### src/rtl/ofm_reader.sv
// Streams a finished output feature map out of the OFM RAM read port as INOUT_WIDTH-wide
// beats on a valid/ready stream with lane mask and last flag.
module ofm_reader #(
    parameter int DATA_WIDTH   = 16,
    parameter int INOUT_WIDTH  = 256,
    parameter int OFM_RAM_SIZE = 692224,
    parameter int ADDR_WIDTH   = $clog2(OFM_RAM_SIZE),
    localparam int W           = INOUT_WIDTH / DATA_WIDTH
) (
    input  logic                   clk,
    input  logic                   rst,
    input  logic                   start,
    input  logic [ADDR_WIDTH-1:0]  base_addr,
    input  logic [9:0]             ofm_size,
    input  logic [10:0]            num_filter,
    output logic                   rd_en,
    output logic [ADDR_WIDTH-1:0]  rd_addr,
    input  logic [INOUT_WIDTH-1:0] rd_data,
    output logic                   m_valid,
    input  logic                   m_ready,
    output logic [INOUT_WIDTH-1:0] m_data,
    output logic [W-1:0]           m_keep,
    output logic                   m_last,
    output logic                   busy,
    output logic                   done,
    output logic [1:0]             fsm_state
);
    localparam int LW = $clog2(W);

    typedef enum logic [1:0] {IDLE = 2'd0, CALC = 2'd1, STREAM = 2'd2, FIN = 2'd3} state_t;

    state_t                  state, state_next;
    logic [ADDR_WIDTH-1:0]   rd_addr_q;
    logic [9:0]              size_q;
    logic [10:0]             nf_q;
    logic [30:0]             total_q;
    logic [31:0]             issue_cnt;
    logic [31:0]             beats;
    logic [LW-1:0]           rem;
    logic [19:0]             size_sq;
    logic [30:0]             product;
    logic                    inflight;
    logic                    inflight_last;
    logic                    pop;
    logic                    issue_ok;
    logic [W-1:0]            push_keep;
    logic [INOUT_WIDTH-1:0]  lane_mask;
    logic [ADDR_WIDTH-1:0]   base_aligned;

    // Two-entry output FIFO; the head drives the stream directly.
    logic [INOUT_WIDTH-1:0]  mem_data [2];
    logic [W-1:0]            mem_keep [2];
    logic                    mem_last [2];
    logic                    wr_ptr, rd_ptr;
    logic [1:0]              count;

    assign size_sq      = {10'd0, size_q} * {10'd0, size_q};
    assign product      = {11'd0, size_sq} * {20'd0, nf_q};
    assign beats        = ({1'b0, total_q} + 32'(W - 1)) >> LW;
    assign rem          = total_q[LW-1:0];
    assign base_aligned = base_addr & ~ADDR_WIDTH'(W - 1);

    // Stream handshake: a beat transfers on any edge where m_valid & m_ready; while
    // m_valid is high and m_ready low, m_data/m_keep/m_last hold the same FIFO head.
    assign m_valid = (count != 2'd0);
    assign pop     = m_valid & m_ready;
    assign m_data  = m_valid ? mem_data[rd_ptr] : '0;
    assign m_keep  = m_valid ? mem_keep[rd_ptr] : '0;
    assign m_last  = m_valid ? mem_last[rd_ptr] : 1'b0;
    assign rd_addr = rd_addr_q;
    assign fsm_state = state;

    // Credit: buffered beats plus the one read in flight must leave a free slot after this pop.
    assign issue_ok = (state == STREAM) && (issue_cnt < beats) &&
                      (({1'b0, count} + {2'b0, inflight}) < (3'd2 + {2'b0, pop}));

    always_comb begin
        push_keep = '1;
        if (inflight_last && (rem != '0))
            push_keep = (W'(1) << rem) - W'(1);
        lane_mask = '0;
        for (int i = 0; i < W; i++)
            lane_mask[i*DATA_WIDTH +: DATA_WIDTH] = {DATA_WIDTH{push_keep[i]}};
    end

    always_comb begin
        state_next = state;
        rd_en      = 1'b0;
        busy       = 1'b0;
        done       = 1'b0;
        case (state)
            IDLE: begin
                if (start)
                    state_next = CALC;
            end
            CALC: begin
                busy       = 1'b1;
                state_next = (product == '0) ? FIN : STREAM;
            end
            STREAM: begin
                busy  = 1'b1;
                rd_en = issue_ok;
                if (pop && mem_last[rd_ptr])
                    state_next = FIN;
            end
            FIN: begin
                done       = 1'b1;
                state_next = IDLE;
            end
            default: state_next = IDLE;
        endcase
    end

    always_ff @(posedge clk) begin
        if (rst) begin
            state         <= IDLE;
            rd_addr_q     <= '0;
            size_q        <= '0;
            nf_q          <= '0;
            total_q       <= '0;
            issue_cnt     <= '0;
            inflight      <= 1'b0;
            inflight_last <= 1'b0;
            wr_ptr        <= 1'b0;
            rd_ptr        <= 1'b0;
            count         <= 2'd0;
            for (int i = 0; i < 2; i++) begin
                mem_data[i] <= '0;
                mem_keep[i] <= '0;
                mem_last[i] <= 1'b0;
            end
        end else begin
            state <= state_next;
            if (state == IDLE && start) begin
                rd_addr_q <= base_aligned;
                size_q    <= ofm_size;
                nf_q      <= num_filter;
                issue_cnt <= '0;
            end
            if (state == CALC)
                total_q <= product;
            if (rd_en) begin
                issue_cnt <= issue_cnt + 32'd1;
                rd_addr_q <= rd_addr_q + ADDR_WIDTH'(W);
            end
            inflight      <= rd_en;
            inflight_last <= rd_en && (issue_cnt == beats - 32'd1);
            if (inflight) begin
                mem_data[wr_ptr] <= rd_data & lane_mask;
                mem_keep[wr_ptr] <= push_keep;
                mem_last[wr_ptr] <= inflight_last;
                wr_ptr           <= ~wr_ptr;
            end
            if (pop)
                rd_ptr <= ~rd_ptr;
            count <= count + {1'b0, inflight} - {1'b0, pop};
        end
    end
endmodule
### config.mk
export PLATFORM = sky130hd
export DESIGN_NAME = ofm_reader
export DESIGN_NICKNAME = d
export VERILOG_FILES = /design/src/rtl/ofm_reader.sv
export SDC_FILE = /design/constraint.sdc
export NUM_CORES = 2
export LEC_CHECK = 0
export BUFFER_PORTS_ARGS = -buffer_cell sky130_fd_sc_hd__buf_2
export CAP_MARGIN = 20
export CORE_UTILIZATION = 45
export CTS_BUF_LIST = sky130_fd_sc_hd__clkbuf_16
export CTS_CLUSTER_DIAMETER = 200
export DETAILED_ROUTE_END_ITERATION = 8
export MAX_ROUTING_LAYER = met4
export PLACE_DENSITY = 0.75
export SLEW_MARGIN = 20
export SYNTH_ARGS = -nofsm -noshare
export SYNTH_HDL_FRONTEND = slang
export SYNTH_SLANG_ARGS = --single-unit
### constraint.sdc
create_clock -name clk -period 13.7 [get_ports clk]
set_clock_uncertainty 0.1 [all_clocks]
set_input_delay 2.74 -clock clk [delete_from_list [all_inputs] [get_ports clk]]
set_output_delay 2.74 -clock clk [all_outputs]
set_load 0.005 [all_outputs]
==> summary.txt <==
Clk network pwr share = 0.276
Worst hold-check path type = reg -> reg
Post-synthesis instance total = 3961
Wire length of the first global-routing pass = 172000 um
Top achievable clock speed = 0.08484 GHz
Number of nets in the finished design = 5086
Most common flop cell mapped by yosys = edfxtp_1
End-of-flow core utilization = 0.5266
Max-Cap Viols = 0
Total clock buffers created by CTS = 72
Layout Cells excl Fill = 5696
Endpoint kind of the worst setup timing path = flop
Die Ht = 305.6 um
Maximum vdd drop = 0.00009108 V
Setup repair after global routing missed its margin = false
Leading cell types by total area after synthesis = edfxtp_1 40%, fa_1 9.5%, and2_1 8.8%
Number of antenna violations at the first check in global routing = 37
Leakage component of the power = 20.41 nW
Synth unique cells = 82
Transition time at the pin with the least slew margin = 1195 ps
Die ar. = 93410 um2
Clock Sink Count = 655
Clock tree from TritonCTS = yes
Setup Crit Path Kind = reg -> reg
Mean instance size in the synthesized netlist = 10.47 um2
Commonest cells after routing, fill and taps aside = 590 x buf_2, 584 x and2_1, 546 x edfxtp_1, 413 x nor2_1, 300 x mux2i_1
Combined flip-flop and latch cell area = 18580 um2
Setup bufs post-CTS = 0
Total track usage = 0.2437
PD cells = 142.8 nW/um2
Normalized max-slew margin = 0.1974
Post-synth EDFFs = 546
DR vias = 30662
Top cell type by total area after synthesis = edfxtp_1
Area growth from synthesis to layout = 15.13%
Number of buffers on the longest clock path = 3
Largest stage delay, worst path = 850 ps
Type of element launching the critical path = flop
DP Wirelength = 80080 um
H-Tree Depth = 3
Number of top-level design ports = 600
Weighted congestion reported at the end of routability-driven placement = 0.8944
Largest net degree at the start of global routing = 147
Max-slew violation total from the final report = 0
Fraction of synthesized cell area taken by the top area cell type = 0.3952
Share of the cycle needed by the critical path after routing = 0.8603
Yosys synthesis warning count = 0
Design internal power = 0.004352 W
Worst skew pair latency = 630 ps
Count of input and output buffers = 591
Total gr overflow = 0
Largest fanout of any net on the critical path = 13
Drt first pass iters = 5
Switching Fraction = 0.3622
CTS root buf = clkbuf_16
Via count of the first global-routing pass = 30360
Sequential-to-total area share from yosys stat = 0.4478
Final routed wirelength across all metal layers = 112400 um
Drt first-iter violations = 2662
Combinational fraction of design power = 0.348
Critical path's slowest cell = a2111oi_1
Net switching power = 0.002471 W
Sequential cell fraction of total power = 0.376
Resize count post-CTS = 0
Wire per inst = 19.73 um
Instance count after placement with tap cells included = 5530
Hold Vio Cnt, Final = 0
Final setup violation count = 0
Post-layout min period = 11790 ps
Final TNS setup = 0 ps
Dominant cell type by count on the critical path = fa_1
Number of nets with antenna violations after routing = 0
Cell area after synthesis = 41490 um2
Count of unresolved DRC violations after routing = 0
Hold buffer count at CTS = 0
Proportion of synthesized flip-flops having asynchronous set or reset = 0
Clock-pin transition on the worst setup and hold timing paths = 60 ps
Via density per instance = 5.383
Worst EP required = 14120 ps
Data arrival, critical path = 12210 ps
Starting density of the core = 0.4574
Number of buffers and inverters on the critical path = 4
Most common cell after layout, fill and taps aside = buf_2
Post-synthesis register bit count = 655
Std-Cell Rows = 110
Fill cell count = 7843
Outcome = finished, final reports clean
Width of the chip = 305.6 um
Kind of cell with the highest combined delay on the critical path = adder cells
Area taken by multi-input logic gates = 21040 um2
Layout cells sized above 1 = 0.1751
Placeable Area = 90700 um2
registers in the layout, indices dropped and copies added, names as in the netlist, 10 cells and up, named ones only:
signal,cells
issue_cnt,32
mem_data,512
mem_keep,32
nf_q,11
rd_addr,16
size_q,10
total_q,31
kinds of logic after synthesis:
family          synth area share
other cells           0.00009039
compound gates           0.05706
flops                     0.4478
fa+ha+maj                 0.1430
mux                      0.07401
xor+xnor                 0.02331
buf+inv                  0.04653
simple gates              0.2082
cell type report:
class	instances	area share
inverters	266	0.02090
well taps	1176	0.03081
flip-flops and latches	655	0.3890
clock inverters	57	0.01058
repair buffers	631	0.06853
diodes	36	0.001886
clock buffers	72	0.03772
multi-input cells	2803	0.4406
final timing paths:
kind	startpoint	slack, ps	to	depth (start not counted)
setup / recovery	size_q[7]	1910	fsm_state[0]	33
hold / removal	issue_cnt[31]	390	issue_cnt[31]	1
setup reg to reg	size_q[7]	1910	fsm_state[0]	33
hold reg to reg	issue_cnt[31]	390	issue_cnt[31]	1
routing by layer:
metal,track usage,wire (um),vias up
met2,0.4060,55850,973
met4,0.1039,4510,0
li1,-,-,14425
met5,-,0,-
met1,0.2842,43670,15058
met3,0.05207,8342,206
Yosys cell counts (7+ instances only):
library cell / n
buf_1: 36
buf_2: 7
a21oi_1: 157
inv_1: 265
nor2b_1: 40
nand4_1: 12
edfxtp_1: 546
nand3b_1: 11
and4_1: 9
or3_1: 17
nor2_1: 420
nor4_1: 13
or4_1: 9
and2_1: 584
nor3_1: 45
o211ai_1: 9
nor3b_1: 15
mux2i_1: 300
xnor2_1: 81
a211oi_1: 16
o211a_1: 8
o21ai_0: 81
ha_1: 159
nand3_1: 60
xor2_1: 25
and3_1: 106
dfxtp_1: 109
o31ai_1: 11
o21a_1: 12
nand2_1: 261
clkbuf_1: 192
a21o_1: 14
or2_2: 9
fa_1: 197
a31oi_1: 11
nand2b_1: 15
power groups by stage:
stage | clock (W) | sequential (W) | combinational [W]
finish | 0.00189 | 0.00257 | 0.00237
global route | 0.00199 | 0.00259 | 0.00262
global placement | 0 | 0.00259 | 0.00233
CTS | 0.00191 | 0.00256 | 0.00237
floorplan | 0 | 0.00252 | 0.00169
detailed placement | 0 | 0.00260 | 0.00236
per-stage QoR:
stage / hold slack [ps] / setup WS (ps) / cell area [um2] / total power, W
after floorplan: 343.5 / 3457 / 41500 / 0.004207
after global routing: 411.4 / 1161 / 47760 / 0.007195
after detailed placement: 386.6 / 2031 / 45340 / 0.004965
final: 392.1 / 1913 / 47760 / 0.006823
after CTS: 395.5 / 1985 / 47650 / 0.006849
after global placement: 377.6 / 2137 / 45340 / 0.004918
Power figures use the tool's default switching activity.
